<file path="config.mk">
export PLATFORM = sky130hd
export DESIGN_NAME = mem_access_stage_flat
export DESIGN_NICKNAME = d
export VERILOG_FILES = /design/src/rtl/mem_access_stage_pkg.sv /design/src/rtl/mem_access_stage_if.sv /design/src/rtl/lsu_lane_align.sv /design/src/rtl/mem_access_stage.sv /design/src/flat_wrapper.sv
export SDC_FILE = /design/constraint.sdc
export NUM_CORES = 1
export LEC_CHECK = 0
export ABC_AREA = 1
export BUFFER_PORTS_ARGS = -buffer_cell sky130_fd_sc_hd__buf_4
export CAP_MARGIN = 20
export CELL_PAD_IN_SITES_DETAIL_PLACEMENT = 1
export CELL_PAD_IN_SITES_GLOBAL_PLACEMENT = 1
export CORE_AREA = 2 2 261 263
export DETAILED_ROUTE_END_ITERATION = 8
export DIE_AREA = 0 0 263 265
export PLACE_DENSITY = 0.54
export SYNTH_ARGS = -nofsm -noshare
export SYNTH_HDL_FRONTEND = slang
export SYNTH_HIERARCHICAL = 1
export SYNTH_SLANG_ARGS = --single-unit
</file>
<file path="constraint.sdc">
create_clock -name clk -period 3.8 [get_ports clk]
set_input_delay 0.38 -clock clk [delete_from_list [all_inputs] [get_ports clk]]
set_output_delay 0.38 -clock clk [all_outputs]
set_load 0.01 [all_outputs]
</file>
<file path="src/rtl/mem_access_stage_pkg.sv">
// Shared types and constants for the memory-access stage: funct3 encodings,
// LSU FSM states and the latched request record.
package mem_access_stage_pkg;

  localparam int unsigned XLEN   = 32;
  localparam int unsigned NBYTES = XLEN / 8;

  localparam logic [2:0] F3_B  = 3'b000;
  localparam logic [2:0] F3_H  = 3'b001;
  localparam logic [2:0] F3_W  = 3'b010;
  localparam logic [2:0] F3_BU = 3'b100;
  localparam logic [2:0] F3_HU = 3'b101;

  typedef enum logic [1:0] {
    ST_IDLE   = 2'd0,
    ST_ACCESS = 2'd1,
    ST_DONE   = 2'd2
  } lsu_state_e;

  typedef struct packed {
    logic [XLEN-1:0] pc;
    logic [2:0]      funct3;
    logic [1:0]      lane;
  } lsu_req_t;

  function automatic logic f3_defined(input logic [2:0] f3);
    return f3 inside {F3_B, F3_H, F3_W, F3_BU, F3_HU};
  endfunction

endpackage

</file>
<file path="src/rtl/mem_access_stage_if.sv">
// Request/acknowledge data-memory bus between the memory stage and data memory.
interface mem_access_stage_if;
  import mem_access_stage_pkg::*;

  logic              mem_req;
  logic              mem_we;
  logic [XLEN-1:0]   mem_addr;
  logic [XLEN-1:0]   mem_wdata;
  logic [NBYTES-1:0] mem_be;
  logic              mem_ack;
  logic [XLEN-1:0]   mem_rdata;

  modport master (
    output mem_req, mem_we, mem_addr, mem_wdata, mem_be,
    input  mem_ack, mem_rdata
  );

  modport slave (
    input  mem_req, mem_we, mem_addr, mem_wdata, mem_be,
    output mem_ack, mem_rdata
  );

endinterface

</file>
<file path="src/rtl/lsu_lane_align.sv">
// Combinational byte-lane logic: store byte enables / replicated data and
// misalignment detection on the request side, load extract and extension on the response side.
module lsu_lane_align
  import mem_access_stage_pkg::*;
(
  input  logic [2:0]        st_funct3,
  input  logic [1:0]        st_lane,
  input  logic [XLEN-1:0]   st_data,
  input  logic [2:0]        ld_funct3,
  input  logic [1:0]        ld_lane,
  input  logic [XLEN-1:0]   ld_rdata,
  output logic [NBYTES-1:0] be_c,
  output logic [XLEN-1:0]   wdata_c,
  output logic              misalign_c,
  output logic              bad_op_c,
  output logic [XLEN-1:0]   ld_data_c
);

  logic [XLEN-1:0] ld_shift;

  assign ld_shift = ld_rdata >> {ld_lane, 3'b000};

  // Request side: the low two funct3 bits select the access size.
  always_comb begin
    be_c       = '0;
    wdata_c    = '0;
    misalign_c = 1'b0;
    bad_op_c   = !f3_defined(st_funct3);
    case (st_funct3[1:0])
      2'b00: begin
        be_c    = NBYTES'(4'b0001 << st_lane);
        wdata_c = {4{st_data[7:0]}};
      end
      2'b01: begin
        be_c       = NBYTES'(4'b0011 << st_lane);
        wdata_c    = {2{st_data[15:0]}};
        misalign_c = st_lane[0];
      end
      2'b10: begin
        be_c       = '1;
        wdata_c    = st_data;
        misalign_c = (st_lane != 2'b00);
      end
      default: ;
    endcase
  end

  // Response side: shift the addressed lane down, then sign or zero extend.
  always_comb begin
    ld_data_c = '0;
    case (ld_funct3)
      F3_B:    ld_data_c = {{(XLEN-8){ld_shift[7]}}, ld_shift[7:0]};
      F3_H:    ld_data_c = {{(XLEN-16){ld_shift[15]}}, ld_shift[15:0]};
      F3_W:    ld_data_c = ld_shift;
      F3_BU:   ld_data_c = {{(XLEN-8){1'b0}}, ld_shift[7:0]};
      F3_HU:   ld_data_c = {{(XLEN-16){1'b0}}, ld_shift[15:0]};
      default: ld_data_c = '0;
    endcase
  end

endmodule

</file>
<file path="src/rtl/mem_access_stage.sv">
// Memory stage: registers FU results through to completion and runs one LSU
// load/store at a time against a req/ack data memory, with alignment and timeout faults.
module mem_access_stage
  import mem_access_stage_pkg::*;
#(
  parameter int unsigned TIMEOUT = 64
) (
  input  logic                clk,
  input  logic                rstn,
  input  logic [2:0]          tunnel_in,
  input  logic [XLEN-1:0]     rd_result_fu0_in,
  input  logic [XLEN-1:0]     rd_result_fu1_in,
  input  logic [XLEN-1:0]     rd_result_fu2_in,
  input  logic [XLEN-1:0]     pc_fu0_in,
  input  logic [XLEN-1:0]     pc_fu1_in,
  input  logic [XLEN-1:0]     pc_fu2_in,
  input  logic                op_read_in,
  input  logic                op_write_in,
  input  logic [3:0]          op_in,
  input  logic [XLEN-1:0]     pc_lsu_in,
  input  logic [XLEN-1:0]     result_lsu_in,
  input  logic [XLEN-1:0]     store_data_in,
  mem_access_stage_if.master  mem,
  output logic [2:0]          fu_valid_out,
  output logic [XLEN-1:0]     rd_result_fu0_out,
  output logic [XLEN-1:0]     rd_result_fu1_out,
  output logic [XLEN-1:0]     rd_result_fu2_out,
  output logic [XLEN-1:0]     pc_fu0_out,
  output logic [XLEN-1:0]     pc_fu1_out,
  output logic [XLEN-1:0]     pc_fu2_out,
  output logic                lsu_valid_out,
  output logic [XLEN-1:0]     lsu_pc_out,
  output logic [XLEN-1:0]     lsu_data_out,
  output logic                lsu_fault_out,
  output logic                lsu_busy
);

  localparam int unsigned CNT_W = $clog2(TIMEOUT);

  lsu_state_e        state_q, state_d;
  lsu_req_t          req_q, req_d;
  logic [CNT_W-1:0]  cnt_q, cnt_d;
  logic              mem_req_q, mem_req_d;
  logic              mem_we_q, mem_we_d;
  logic [XLEN-1:0]   mem_addr_q, mem_addr_d;
  logic [XLEN-1:0]   mem_wdata_q, mem_wdata_d;
  logic [NBYTES-1:0] mem_be_q, mem_be_d;
  logic              valid_q, valid_d;
  logic [XLEN-1:0]   pc_out_q, pc_out_d;
  logic [XLEN-1:0]   data_out_q, data_out_d;
  logic              fault_q, fault_d;
  logic              busy_q, busy_d;

  logic [NBYTES-1:0] st_be_c;
  logic [XLEN-1:0]   st_wdata_c;
  logic              misalign_c;
  logic              bad_op_c;
  logic [XLEN-1:0]   ld_data_c;
  logic              reject_c;
  logic              unused_op_bit;

  assign unused_op_bit = op_in[3];

  lsu_lane_align u_align (
    .st_funct3  (op_in[2:0]),
    .st_lane    (result_lsu_in[1:0]),
    .st_data    (store_data_in),
    .ld_funct3  (req_q.funct3),
    .ld_lane    (req_q.lane),
    .ld_rdata   (mem.mem_rdata),
    .be_c       (st_be_c),
    .wdata_c    (st_wdata_c),
    .misalign_c (misalign_c),
    .bad_op_c   (bad_op_c),
    .ld_data_c  (ld_data_c)
  );

  assign reject_c = (op_read_in & op_write_in) | misalign_c | bad_op_c;

  // FU results bypass the LSU entirely and are never stalled.
  always_ff @(posedge clk or negedge rstn) begin
    if (!rstn) begin
      fu_valid_out      <= '0;
      rd_result_fu0_out <= '0;
      rd_result_fu1_out <= '0;
      rd_result_fu2_out <= '0;
      pc_fu0_out        <= '0;
      pc_fu1_out        <= '0;
      pc_fu2_out        <= '0;
    end else begin
      fu_valid_out      <= tunnel_in;
      rd_result_fu0_out <= rd_result_fu0_in;
      rd_result_fu1_out <= rd_result_fu1_in;
      rd_result_fu2_out <= rd_result_fu2_in;
      pc_fu0_out        <= pc_fu0_in;
      pc_fu1_out        <= pc_fu1_in;
      pc_fu2_out        <= pc_fu2_in;
    end
  end

  // LSU FSM state and registered outputs.
  always_ff @(posedge clk or negedge rstn) begin
    if (!rstn) begin
      state_q     <= ST_IDLE;
      req_q       <= '0;
      cnt_q       <= '0;
      mem_req_q   <= 1'b0;
      mem_we_q    <= 1'b0;
      mem_addr_q  <= '0;
      mem_wdata_q <= '0;
      mem_be_q    <= '0;
      valid_q     <= 1'b0;
      pc_out_q    <= '0;
      data_out_q  <= '0;
      fault_q     <= 1'b0;
      busy_q      <= 1'b0;
    end else begin
      state_q     <= state_d;
      req_q       <= req_d;
      cnt_q       <= cnt_d;
      mem_req_q   <= mem_req_d;
      mem_we_q    <= mem_we_d;
      mem_addr_q  <= mem_addr_d;
      mem_wdata_q <= mem_wdata_d;
      mem_be_q    <= mem_be_d;
      valid_q     <= valid_d;
      pc_out_q    <= pc_out_d;
      data_out_q  <= data_out_d;
      fault_q     <= fault_d;
      busy_q      <= busy_d;
    end
  end

  // Next state; completion results hold until the next op completes.
  always_comb begin
    state_d     = state_q;
    req_d       = req_q;
    cnt_d       = cnt_q;
    mem_req_d   = mem_req_q;
    mem_we_d    = mem_we_q;
    mem_addr_d  = mem_addr_q;
    mem_wdata_d = mem_wdata_q;
    mem_be_d    = mem_be_q;
    valid_d     = 1'b0;
    pc_out_d    = pc_out_q;
    data_out_d  = data_out_q;
    fault_d     = fault_q;
    case (state_q)
      ST_IDLE: begin
        if (op_read_in | op_write_in) begin
          req_d = '{pc: pc_lsu_in, funct3: op_in[2:0], lane: result_lsu_in[1:0]};
          if (reject_c) begin
            state_d    = ST_DONE;
            valid_d    = 1'b1;
            pc_out_d   = pc_lsu_in;
            data_out_d = '0;
            fault_d    = 1'b1;
          end else begin
            state_d     = ST_ACCESS;
            cnt_d       = '0;
            mem_req_d   = 1'b1;
            mem_we_d    = op_write_in;
            mem_addr_d  = {result_lsu_in[XLEN-1:2], 2'b00};
            mem_wdata_d = st_wdata_c;
            mem_be_d    = st_be_c;
          end
        end
      end
      ST_ACCESS: begin
        if (mem.mem_ack) begin
          state_d    = ST_DONE;
          valid_d    = 1'b1;
          pc_out_d   = req_q.pc;
          data_out_d = mem_we_q ? '0 : ld_data_c;
          fault_d    = 1'b0;
          mem_req_d  = 1'b0;
          mem_we_d   = 1'b0;
        end else if (cnt_q == CNT_W'(TIMEOUT - 1)) begin
          state_d    = ST_DONE;
          valid_d    = 1'b1;
          pc_out_d   = req_q.pc;
          data_out_d = '0;
          fault_d    = 1'b1;
          mem_req_d  = 1'b0;
          mem_we_d   = 1'b0;
        end else begin
          cnt_d = CNT_W'(cnt_q + 1'b1);
        end
      end
      ST_DONE: state_d = ST_IDLE;
      default: state_d = ST_IDLE;
    endcase
    busy_d = (state_d != ST_IDLE);
  end

  assign mem.mem_req   = mem_req_q;
  assign mem.mem_we    = mem_we_q;
  assign mem.mem_addr  = mem_addr_q;
  assign mem.mem_wdata = mem_wdata_q;
  assign mem.mem_be    = mem_be_q;

  assign lsu_valid_out = valid_q;
  assign lsu_pc_out    = pc_out_q;
  assign lsu_data_out  = data_out_q;
  assign lsu_fault_out = fault_q;
  assign lsu_busy      = busy_q;

endmodule
</file>
<file path="src/flat_wrapper.sv">
// flat-port wrapper written by rule: the top's interface ports become plain ports
module mem_access_stage_flat import mem_access_stage_pkg::*;
#(
  parameter int unsigned TIMEOUT = 64
)
  (clk, rstn, tunnel_in, rd_result_fu0_in, rd_result_fu1_in, rd_result_fu2_in, pc_fu0_in, pc_fu1_in, pc_fu2_in, op_read_in, op_write_in, op_in, pc_lsu_in, result_lsu_in, store_data_in, fu_valid_out, rd_result_fu0_out, rd_result_fu1_out, rd_result_fu2_out, pc_fu0_out, pc_fu1_out, pc_fu2_out, lsu_valid_out, lsu_pc_out, lsu_data_out, lsu_fault_out, lsu_busy, mem_mem_req, mem_mem_we, mem_mem_addr, mem_mem_wdata, mem_mem_be, mem_mem_ack, mem_mem_rdata);
  mem_access_stage_if mem_i ();
  input  logic clk;
  input  logic rstn;
  input  logic [2:0] tunnel_in;
  input  logic [XLEN-1:0] rd_result_fu0_in;
  input  logic [XLEN-1:0] rd_result_fu1_in;
  input  logic [XLEN-1:0] rd_result_fu2_in;
  input  logic [XLEN-1:0] pc_fu0_in;
  input  logic [XLEN-1:0] pc_fu1_in;
  input  logic [XLEN-1:0] pc_fu2_in;
  input  logic op_read_in;
  input  logic op_write_in;
  input  logic [3:0] op_in;
  input  logic [XLEN-1:0] pc_lsu_in;
  input  logic [XLEN-1:0] result_lsu_in;
  input  logic [XLEN-1:0] store_data_in;
  output logic [2:0] fu_valid_out;
  output logic [XLEN-1:0] rd_result_fu0_out;
  output logic [XLEN-1:0] rd_result_fu1_out;
  output logic [XLEN-1:0] rd_result_fu2_out;
  output logic [XLEN-1:0] pc_fu0_out;
  output logic [XLEN-1:0] pc_fu1_out;
  output logic [XLEN-1:0] pc_fu2_out;
  output logic lsu_valid_out;
  output logic [XLEN-1:0] lsu_pc_out;
  output logic [XLEN-1:0] lsu_data_out;
  output logic lsu_fault_out;
  output logic lsu_busy;
  output wire logic [$bits(mem_i.mem_req)-1:0] mem_mem_req;
  output wire logic [$bits(mem_i.mem_we)-1:0] mem_mem_we;
  output wire logic [$bits(mem_i.mem_addr)-1:0] mem_mem_addr;
  output wire logic [$bits(mem_i.mem_wdata)-1:0] mem_mem_wdata;
  output wire logic [$bits(mem_i.mem_be)-1:0] mem_mem_be;
  input wire logic [$bits(mem_i.mem_ack)-1:0] mem_mem_ack;
  input wire logic [$bits(mem_i.mem_rdata)-1:0] mem_mem_rdata;
  assign mem_mem_req = mem_i.mem_req;
  assign mem_mem_we = mem_i.mem_we;
  assign mem_mem_addr = mem_i.mem_addr;
  assign mem_mem_wdata = mem_i.mem_wdata;
  assign mem_mem_be = mem_i.mem_be;
  assign mem_i.mem_ack = mem_mem_ack;
  assign mem_i.mem_rdata = mem_mem_rdata;
  mem_access_stage #(.TIMEOUT(TIMEOUT)) u_core (.clk(clk), .rstn(rstn), .tunnel_in(tunnel_in), .rd_result_fu0_in(rd_result_fu0_in), .rd_result_fu1_in(rd_result_fu1_in), .rd_result_fu2_in(rd_result_fu2_in), .pc_fu0_in(pc_fu0_in), .pc_fu1_in(pc_fu1_in), .pc_fu2_in(pc_fu2_in), .op_read_in(op_read_in), .op_write_in(op_write_in), .op_in(op_in), .pc_lsu_in(pc_lsu_in), .result_lsu_in(result_lsu_in), .store_data_in(store_data_in), .mem(mem_i), .fu_valid_out(fu_valid_out), .rd_result_fu0_out(rd_result_fu0_out), .rd_result_fu1_out(rd_result_fu1_out), .rd_result_fu2_out(rd_result_fu2_out), .pc_fu0_out(pc_fu0_out), .pc_fu1_out(pc_fu1_out), .pc_fu2_out(pc_fu2_out), .lsu_valid_out(lsu_valid_out), .lsu_pc_out(lsu_pc_out), .lsu_data_out(lsu_data_out), .lsu_fault_out(lsu_fault_out), .lsu_busy(lsu_busy));
endmodule
</file>
# Word-level counts from Yosys, hierarchy flattened
# Cells that the tools add are included.
dict set report word_totals {
  register_bits 375
  latchBits 0
  ram_bits 0
  rom_bits 0
  inputBits 332
  out_inout_bits 332
  wordCells 106
  mem_count 0
}
dict set report op_classes {
  addsub 1
  mul 0
  div_mod_pow 0
  order_cmp 0
  eq_ne 18
  shifts 3
  mux 43
  bitwise 5
  reduce_logical 14
}
# op n
set op_table {}
lappend op_table {{$mux W32} 9}
lappend op_table {{$pmux W32 S5} 1}
lappend op_table {{$pmux W32 S2} 2}
lappend op_table {{$pmux W32 S3} 1}
lappend op_table {{$shr A32 B5 Y32} 1}
lappend op_table {{$mux W6} 4}
lappend op_table {{$mux W1} 14}
lappend op_table {{$eq A3 B3 Y1 const B} 4}
lappend op_table {{$pmux W4 S3} 1}
lappend op_table {{$pmux W6 S2} 1}
lappend op_table {{$pmux W1 S2} 5}
lappend op_table {{$mux W2} 4}
lappend op_table {{$reduce_and A4 Y1} 2}
lappend op_table {{$add A6 B1 Y6 const B} 1}
lappend op_table {{$eq A3 B1 Y1 const B} 2}
lappend op_table {{$eq A3 B2 Y1 const B} 2}
lappend op_table {{$eq A6 B6 Y1 const B} 1}
lappend op_table {{$logic_not A3 Y1} 2}
lappend op_table {{$ne A2 B2 Y1 const B} 3}
lappend op_table {{$reduce_bool A2 Y1} 3}
lappend op_table {{$reduce_and A5 Y1} 1}
lappend op_table {{$reduce_bool A5 Y1} 1}
lappend op_table {{$eq A2 B1 Y1 const B} 2}
lappend op_table {{$logic_not A2 Y1} 2}
lappend op_table {{12 further kinds} 15}

# Depth between registers and ports, before layout
# Gate-level depths: netlist of the first run.
dict set report depth {
  word_depth 8
  mapped_depth 14
  ltp_nobuf 12
}

# Modules after synthesis
# The synthesis of the first run kept the hierarchy.
# module instances cells_per_inst area_per_inst_um2 seq_area_each_um2
set modules_own_cells {}
lappend modules_own_cells {mem_access_stage 1 1076 12380.6 9384.0}
lappend modules_own_cells {lsu_lane_align 1 324 1609.0 0.0}

# Worst setup path before layout of the first run
# OpenSTA, ideal clock, no wires.
dict set report synth_path {
  kind {input-to-reg}
  startpoint {input port op_in[0]}
  endpoint {register u_core.mem_addr_q[25], in the netlist u_core/mem.mem_addr[25]}
  setup_ns 0.066
  arrival_ns 1.861
  required_time_ns 3.734
  setup_slack_ns 1.873
  cell_stages 12
  path_buffers 4
  cell_sequence {inv_1 > ha_1 > buf_2 > buf_2 > a21oi_1 > inv_1 > nand3_1 > inv_1 > buf_2 > clkbuf_1 > nand3_1 > nand2_1}
}
dict set report synth_between {
  elab_chain_cells 6
  elab_cells_between_ends 14
  cone_classes {eq/ne: 6; mux: 1; bitwise: 3; reduce/logical: 4}
}
# element line_no
set synth_rtl {}
lappend synth_rtl {{start, declared} flat_wrapper.sv:19} ;# input logic [3:0] op_in;
lappend synth_rtl {{$eq A3 B1 Y1 (tied with other cells)} mem_access_stage_pkg.sv:27} ;# return f3 inside {F3_B, F3_H, F3_W, F3_BU, F3_HU};
lappend synth_rtl {{$reduce_bool A5 Y1 *} mem_access_stage_pkg.sv:27}
lappend synth_rtl {{$logic_not A1 Y1 *} lsu_lane_align.sv:28} ;# bad_op_c = !f3_defined(st_funct3);
lappend synth_rtl {{net u_core.bad_op_c} mem_access_stage.sv:57} ;# logic bad_op_c;
lappend synth_rtl {{$or A1 B1 Y1 *} mem_access_stage.sv:78} ;# assign reject_c = (op_read_in & op_write_in) | misalign_c | bad_op_c;
lappend synth_rtl {{$not A1 Y1 (no source line) *} n/a}
lappend synth_rtl {{$reduce_and A3 Y1 (no source line) *} n/a}
lappend synth_rtl {{end signal, assigned} mem_access_stage.sv:123} ;# mem_addr_q <= mem_addr_d;
lappend synth_rtl {{end, declared} mem_access_stage.sv:45} ;# logic [XLEN-1:0] mem_addr_q, mem_addr_d;
# The timed path passes the listed nets; every way through them passes the cells marked *.
# A chain may end at the register's enable or synchronous reset.

# Worst setup path in the final report of the first run
dict set report layout_path {
  startpoint {input port op_in[1]}
  endpoint {register u_core.pc_out_q[19], in the netlist u_core/lsu_pc_out[19]}
}
dict set report layout_between {
  elab_chain_cells 6
  elab_cells_between_ends 14
  cone_classes {eq/ne: 7; mux: 1; bitwise: 2; reduce/logical: 4}
}
# element line_no
set layout_rtl {}
lappend layout_rtl {{$eq A3 B1 Y1 (tied with other cells)} mem_access_stage_pkg.sv:27}
lappend layout_rtl {{$reduce_bool A5 Y1 *} mem_access_stage_pkg.sv:27}
lappend layout_rtl {{$logic_not A1 Y1 *} lsu_lane_align.sv:28}
lappend layout_rtl {{net u_core.bad_op_c} mem_access_stage.sv:57}
lappend layout_rtl {{$or A1 B1 Y1 *} mem_access_stage.sv:78}
lappend layout_rtl {{$ne A2 B1 Y1 (no source line) *} n/a}
lappend layout_rtl {{$reduce_and A4 Y1 (no source line) *} n/a}
lappend layout_rtl {{end signal, assigned} mem_access_stage.sv:127} ;# pc_out_q <= pc_out_d;
lappend layout_rtl {{end, declared} mem_access_stage.sv:49} ;# logic [XLEN-1:0] pc_out_q, pc_out_d;
# Marked as above.

==> run metrics, run 1 <==
Synth Register Bits 375; DRT Wirelength 61.84 mm; setup fix buffers added after clock tree synthesis 0; Crit path required time 4310 ps; DP Worst Slack 770.1 ps; layout cell share with drive strength beyond 1 33.98%; most common cell after layout, fill and taps aside buf_4; Buf/Inv on CP 4; Row Count 95; grt ovf 0; Psw 0.005285 W; vias in the first global route 14570; Setup Skew 26.42 ps; number of synthesized flops with an enable pin 0; outcome complete, no violations; Tot GR Track Use 17.40%; initial antenna violation count 11; commonest cells after routing, fill and taps aside buf_4, nand2_1, dfrtp_1; worst hold path class input port to flop; Slew HR 42.62%; Crit path top cell by count inv_1; H-tree depth 2; core area 66800 µm²; # fillers 7612; reg-to-reg slack, setup 1660 ps; GRT met1 Usage 21.34%; number of remaining DRC errors 0; first-pass GRT wire length 92.83 mm; Reg-to-Reg End u_core/lsu_pc_out[19]$_DFFE_PN0P_; Max clock buf depth 3; Power per Cell Area 639.4 nW/µm²; Most used DFF post-synth dfrtp_1; Internal Pwr Total 0.009920 W; Min-Delay Endpoint u_core/req_q[11]$_DFFE_PN0P_; die area 69700 µm²; r2r worst-path depth 6; setup TNS 0 ps; hold_ws 37.55 ps; Die X 263 µm; hold_buf cts 231; CTS Sinks 375; Peak Freq 0.4235 GHz; Die Span Y 265 µm; GRT busiest layer met2; Critical Path End Type flop; post-CTS resize count 0; Comb power frac 32.3%; CTS tree done; DRT antenna net count 0; final RePlAce weighted congestion 0.8081; crit path time final 2361 ps; Mapped Cells 1400; Worst path max stage delay 680 ps; clock transition at the registers of the reported paths 60 ps; IO buf count 660; max-slew violation count 0; Cell variety after synth 31; Switching Share 34.76%; area delta synth->final 69.97%; slowest cell on the critical path nand2_2; dpl hpwl 43.49 mm; Initial DRC Count 589; Seq pwr share 35.8%; fin crit share 62.14%; max reg flops 37; GR met3 Demand/Resource 5.759%; Setup-failing EPs final 0; worst-margin pin slew 860.7 ps; syn_area_per_cell 9.993 µm²; delay-heaviest family, CP simple AND/OR/NAND/NOR gates; RSZ-0062 raised after global routing false; vias 13230; Max rail drop VDD 0.0004039 V; FFs w/ async S/R, synth 100.0%; Largest Register u_core/req_q; vias per cell 4.147; Max-cap violations 0; clock buffer count from CTS 45; WS Path Type input port to flop; Synthesis Warnings 6; Final Hold Vio Count 0; r2r startpoint u_core/state_q[1]$_DFF_PN0_; sequential share of the synthesized area 67.08%; Skew-Pair Late Insertion Delay 580 ps; Clk pwr share 31.9%; 1st-pass router iterations 4; synthesized area 13990 µm²; hold path depth 3; PnR worst setup slack 1439 ps; M2 GR Usage 29.14%; clock root cell clkbuf_16; crit path launch type input port; largest net degree at the start of global routing 94; CP Max Fanout 34; Initial Util 20.94%; WL/cell 19.39 µm; critical path arrival 2870 ps; Leak 12.25 nW; CP Cell Sequence buf_4, inv_1, ha_1, nor2_4, inv_1, a21oi_1, inv_1, nand3_1, nand2_2, nand2_2, nand2_1, nand2_1; Final #Nets 2614; hold_sp pc_lsu_in[6]; num ports 664
[layer usage]
| metal | routed length (µm) | part of all wire [%] |
|---|---|---|
| met5 | 63 | 0.10 |
| met4 | 1656 | 2.7 |
| met3 | 4476 | 7.2 |
| met2 | 30210 | 49 |
| met1 | 25430 | 41 |
[power by group through the flow]
stage | Combinational [W] | Clock (W) | Sequential [W]
floorplan | 0.00205 | 0 | 0.00574
global route | 0.00544 | 0.00518 | 0.00556
CTS | 0.00499 | 0.00502 | 0.00546
global placement | 0.00471 | 0 | 0.00547
finish | 0.00490 | 0.00485 | 0.00545
detailed placement | 0.00476 | 0 | 0.00552
[synthesized netlist by cell type (5+ instances only)]
cell,n,area share (%)
nand3_2,13,0.93
buf_6,8,0.64
a21oi_1,19,0.68
nand2_1,520,14
clkbuf_1,21,0.56
buf_4,10,0.54
o21ai_0,76,2.7
ha_1,5,0.45
dfrtp_1,375,67
nand3_1,177,6.3
buf_2,38,1.4
inv_1,56,1.5
nor3_1,6,0.21
nor2_1,47,1.3
[how the worst max path moves through the flow]
stage | startpoint | to | slack (ps) | cells after the start
2_1_floorplan | op_in[0] | u_core/mem.mem_addr[25]$_DFFE_PN0P_ | 1870 | 12
3_3_place_gp | op_in[1] | u_core/lsu_pc_out[16]$_DFFE_PN0P_ | 830 | 12
3_5_place_dp | op_in[1] | u_core/lsu_pc_out[16]$_DFFE_PN0P_ | 770 | 12
4_1_cts | op_in[1] | u_core/lsu_pc_out[27]$_DFFE_PN0P_ | 1400 | 12
5_1_grt | op_in[1] | u_core/lsu_pc_out[14]$_DFFE_PN0P_ | 1100 | 12
6_report | op_in[1] | u_core/lsu_pc_out[19]$_DFFE_PN0P_ | 1440 | 12
[cell families (layout without fill, tap and decap cells)]
logic type / after synthesis / in the layout / share of synthesized area (%)
AOI/OAI and AO/OA: 100 / 100 / 3.649
adders and majority gates: 5 / 5 / 0.4472
other: 1 / 6 / 0.02681
and+or+nand+nor: 777 / 777 / 23.65
xor gates and xnor gates: 2 / 2 / 0.1252
DFF: 375 / 375 / 67.08
buffers and inverters: 140 / 1052 / 5.026
[per-stage QoR]
step                      std cells  total power (W)  util [%]  area (µm²)
after floorplan                1401         0.007788         -       13990
after global placement         2871          0.01018     29.60       19770
after detailed placement       2871          0.01028     29.60       19770
after CTS                      3185          0.01546     35.55       23750
after global routing           3189          0.01619     35.59       23780
final                          3190          0.01520     35.59       23780
[worst register-to-register path: stages, from the launching register on]
cell and delay [ps]:
dfrtp_1 400, or2_0 270, nor2_4 210, nand2_2 260
nand2_2 690, nand2_1 150, nand2_1 110
[cell type report]
cell class,instances,area [µm²],area share (%)
multi-input cells,886,3924,16.50
clock buffers,62,1260,5.299
repair buffers,910,7480,31.46
diodes,4,10.01,0.04210
inverters,59,226.5,0.9524
flip-flops and latches,375,9384,39.47
well taps,873,1092,4.594
clock inverters,21,401.6,1.689
No activity file was read; power rests on OpenSTA's default activity.
==> run 2: changes to the inputs <==
--- a/config.mk
+++ b/config.mk
@@ -5,15 +5,15 @@
 export SDC_FILE = /design/constraint.sdc
 export NUM_CORES = 1
 export LEC_CHECK = 0
-export ABC_AREA = 1
+export ABC_AREA = 0
 export BUFFER_PORTS_ARGS = -buffer_cell sky130_fd_sc_hd__buf_4
 export CAP_MARGIN = 20
 export CELL_PAD_IN_SITES_DETAIL_PLACEMENT = 1
 export CELL_PAD_IN_SITES_GLOBAL_PLACEMENT = 1
-export CORE_AREA = 2 2 261 263
+export CORE_AREA = 2 2 256 258
 export DETAILED_ROUTE_END_ITERATION = 8
-export DIE_AREA = 0 0 263 265
-export PLACE_DENSITY = 0.54
+export DIE_AREA = 0 0 258 260
+export PLACE_DENSITY = 0.51
 export SYNTH_ARGS = -nofsm -noshare
 export SYNTH_HDL_FRONTEND = slang
 export SYNTH_HIERARCHICAL = 1
==> constraint.sdc (replaced) <==
create_clock -name clk -period 2.35 [get_ports clk]
set_input_delay 0.235 -clock clk [delete_from_list [all_inputs] [get_ports clk]]
set_output_delay 0.235 -clock clk [all_outputs]
set_load 0.01 [all_outputs]
==> run 2 against run 1 <==
  * Utilization is 1.3 points higher
  * Combinational power grew 49%
  * Flip-flop and latch count did not move
  * Critical path type is now flop to flop
  * Critical endpoint unchanged
  * Highest routed layer unchanged
==> run metrics, run 2 <==
DRT antenna net count 0 (unchanged); H-tree depth 2 (unchanged); clock root cell clkbuf_16 (unchanged); final RePlAce weighted congestion 0.8034 (was 0.8081); DRT Wirelength 55.64 mm (was 61.84 mm); Post-synth top cells dfrtp_1, mux2_2, a21oi_1 (was nand2_1, dfrtp_1, nand3_1); Initial Util 20.51% (was 20.94%); syn_area_per_cell 14.79 µm² (was 9.993 µm²); setup fix buffers added after clock tree synthesis 0 (unchanged); Synth Register Bits 375 (unchanged); worst-margin pin slew 808.2 ps (was 860.7 ps); CP Max Fanout 44 (was 34); Max-cap violations 0 (unchanged); vias in the first global route 12900 (was 14570); Most used DFF post-synth dfrtp_1 (unchanged); Worst path max stage delay 540 ps (was 680 ps); area delta synth->final 79.75% (was 69.97%); FFs w/ async S/R, synth 100.0% (unchanged); commonest cells after routing, fill and taps aside buf_4, dfrtp_1, dlygate4sd3_1 (was buf_4, nand2_1, dfrtp_1); # fillers 6914 (was 7612); Largest Register u_core/req_q (unchanged); hold_sp store_data_in[23] (was pc_lsu_in[6]); initial antenna violation count 2 (was 11); largest net degree at the start of global routing 90 (was 94); Cell variety after synth 50 (was 31); crit path time final 2125 ps; Internal Pwr Total 0.01588 W (was 0.009920 W); Switching Share 31.42% (was 34.76%); Critical Path Source u_core/cnt_q[0]$_DFFE_PN0P_ (was op_in[1]); Setup-failing EPs final 0 (unchanged); Peak Freq 0.4707 GHz; crit path launch type flop (was input port); WS Path Type flop to flop (was input port to flop); Seq pwr share 38.2% (was 35.8%); clock transition at the registers of the reported paths 60 ps (about the same); Final #Nets 2197 (was 2614); fin cells 2753 (was 3190); Setup Skew 18.46 ps (was 26.42 ps); Skew-Pair Late Insertion Delay 570 ps (was 580 ps); RSZ-0062 raised after global routing false (unchanged); Max clock buf depth 3 (unchanged); CP Cell Sequence ha_1, and4b_1, a22oi_4, and2_4, buf_12, a21oi_1 (was buf_4, inv_1, ha_1, nor2_4, inv_1, a21oi_1, inv_1, nand3_1, nand2_2, nand2_2, nand2_1, nand2_1); Leak 11.35 nW (was 12.25 nW); Max rail drop VDD 0.0005780 V (was 0.0004039 V); Comb power frac 31.5% (was 32.3%); vias per cell 4.099 (was 4.147); biggest area consumer among synthesized cells dfrtp_1 (unchanged); number of synthesized flops with an enable pin 0 (unchanged); max-slew violation count 0 (unchanged); Clk pwr share 30.3% (was 31.9%); area of the multi-input gates 3364 µm² (was 3924 µm²); r2r startpoint u_core/cnt_q[0]$_DFFE_PN0P_ (was u_core/state_q[1]$_DFF_PN0_); CTS tree done (unchanged); Row Count 93 (was 95); outcome complete, no violations (unchanged); Slew HR 45.92% (was 42.62%); setup TNS 0 ps (unchanged); num ports 664 (unchanged); worst hold path class input port to flop (unchanged); Synthesis Warnings 6 (unchanged); Critical Path End Type flop (unchanged); fin crit share 90.41%; core area 64120 µm² (was 66800 µm²); total power 0.02315 W (was 0.01520 W); reg-to-reg slack, setup 230 ps (was 1660 ps); dpl hpwl 39.69 mm (was 43.49 mm); Die Span Y 260 µm (was 265 µm); dpl cells 2386 (was 2871); Tot GR Track Use 16.06% (was 17.40%); Die X 258 µm (was 263 µm); area share of the largest cell type after synthesis 71.37% (was 67.08%); die area 67080 µm² (was 69700 µm²); synth top area cells dfrtp_1, mux2_2, a22o_1 (was dfrtp_1, nand2_1, nand3_1); first-pass GRT wire length 81.75 mm (was 92.83 mm); hold_ws 50.48 ps (was 37.55 ps); clock buffer count from CTS 45 (unchanged); critical path arrival 2570 ps (was 2870 ps); CTS Sinks 375 (unchanged); sequential standard cell area 9384 µm² (unchanged); sequential share of the synthesized area 71.37% (was 67.08%); number of remaining DRC errors 0 (unchanged); 1st-pass router iterations 4 (unchanged); layout cell share with drive strength beyond 1 47.39% (was 33.98%); most common cell after layout, fill and taps aside buf_4 (unchanged); grt ovf 0 (unchanged); IO buf count 660 (unchanged); WL/cell 20.21 µm (was 19.39 µm); most common cell in the synthesized netlist dfrtp_1 (was nand2_1); Crit path required time 2790 ps (was 4310 ps); Final Hold Vio Count 0 (unchanged); vias 11290 (was 13230); Power per Cell Area 979.7 nW/µm² (was 639.4 nW/µm²); slowest cell on the critical path and2_4 (was nand2_2); synthesized area 13150 µm² (was 13990 µm²); Psw 0.007275 W (was 0.005285 W); Initial DRC Count 329 (was 589); Mapped Cells 889 (was 1400); max reg flops 37 (unchanged)
-- run 2: cell type report --
cell class	count	share of cell area (%)
Sequential cell	375	39.71
Timing Repair Buffer	974	34.43
Multi-Input combinational cell	422	14.24
Clock buffer	66	5.739
Tap cell	855	4.527
Clock inverter	18	0.6777
Inverter	42	0.6671
Antenna cell	1	0.01059
-- run 2: path summary, 6_finish.rpt --
| path | endpoint | cells after the start |
|---|---|---|
| worst min register to register | u_core/mem.mem_req$_DFFE_PN0P_ | 2 |
| min in group asynchronous | u_core/req_q[34]$_DFFE_PN0P_ | 2 |
| worst max register to register | u_core/lsu_pc_out[19]$_DFFE_PN0P_ | 6 |
| worst min-delay path | u_core/mem.mem_wdata[23]$_DFFE_PN0P_ | 3 |
| worst max-delay path | u_core/lsu_pc_out[19]$_DFFE_PN0P_ | 6 |
| max in group asynchronous | u_core/pc_fu2_out[20]$_DFF_PN0_ | 3 |
-- run 2: worst max-delay path, delay by kind of cell (launching register included) --
kind                     cells  cell delay (ps)
adder cells (fa/ha/maj)      1              260
AND/OR/NAND/NOR              2              780
AO/OA/AOI/OAI                2              270
buffers and inverters        1              240
flip-flops                   1              420
-- run 2: logic make-up (layout without fill, tap and decap cells) --
| kind of cell | Yosys count | in the layout | synth area share (%) |
|---|---|---|---|
| mux | 129 | 129 | 11.05 |
| other cells | 1 | 3 | 0.02852 |
| simple gates | 96 | 96 | 3.968 |
| buf+inv | 93 | 1100 | 3.188 |
| xor+xnor | 2 | 2 | 0.1333 |
| compound gates | 188 | 188 | 9.783 |
| flops | 375 | 375 | 71.37 |
| fa+ha+maj | 5 | 5 | 0.4758 |
-- run 2: layer usage --
layer	vias to the layer above	part of all wire [%]	track usage [%]
met5	-	0.034	0
met4	2	3.2	5.732
met3	90	7.5	5.419
met2	405	51	28.36
met1	5716	38	17.99
li1	5072	-	-
-- run 2: stage by stage --
step	setup WS (ps)	instance area [µm²]	utilization, %
after global routing	81.90	23630	36.86
after global placement	0.9082	19290	30.09
after detailed placement	-123.1	19290	30.09
final	225.3	23630	36.86
after floorplan	39.84	13150	-
after CTS	204.6	23630	36.86
-- run 2: timing repair --
| item | CTS | global route |
|---|---|---|
| endpoints found under the hold margin | 407 | 0 |
| hold buffers | 282 | 0 |
| gates resized for setup | 0 | 0 |
-- run 2: power groups by stage --
| stage | clock (W) | combinational, W | sequential, W |
|---|---|---|---|
| 2_1_floorplan | 0 | 0.00287 | 0.00928 |
| 3_3_place_gp | 0 | 0.00691 | 0.00888 |
| 3_5_place_dp | 0 | 0.00699 | 0.00894 |
| 4_1_cts | 0.00728 | 0.00740 | 0.00886 |
| 5_1_grt | 0.00753 | 0.00787 | 0.00905 |
| 6_report | 0.00703 | 0.00729 | 0.00884 |
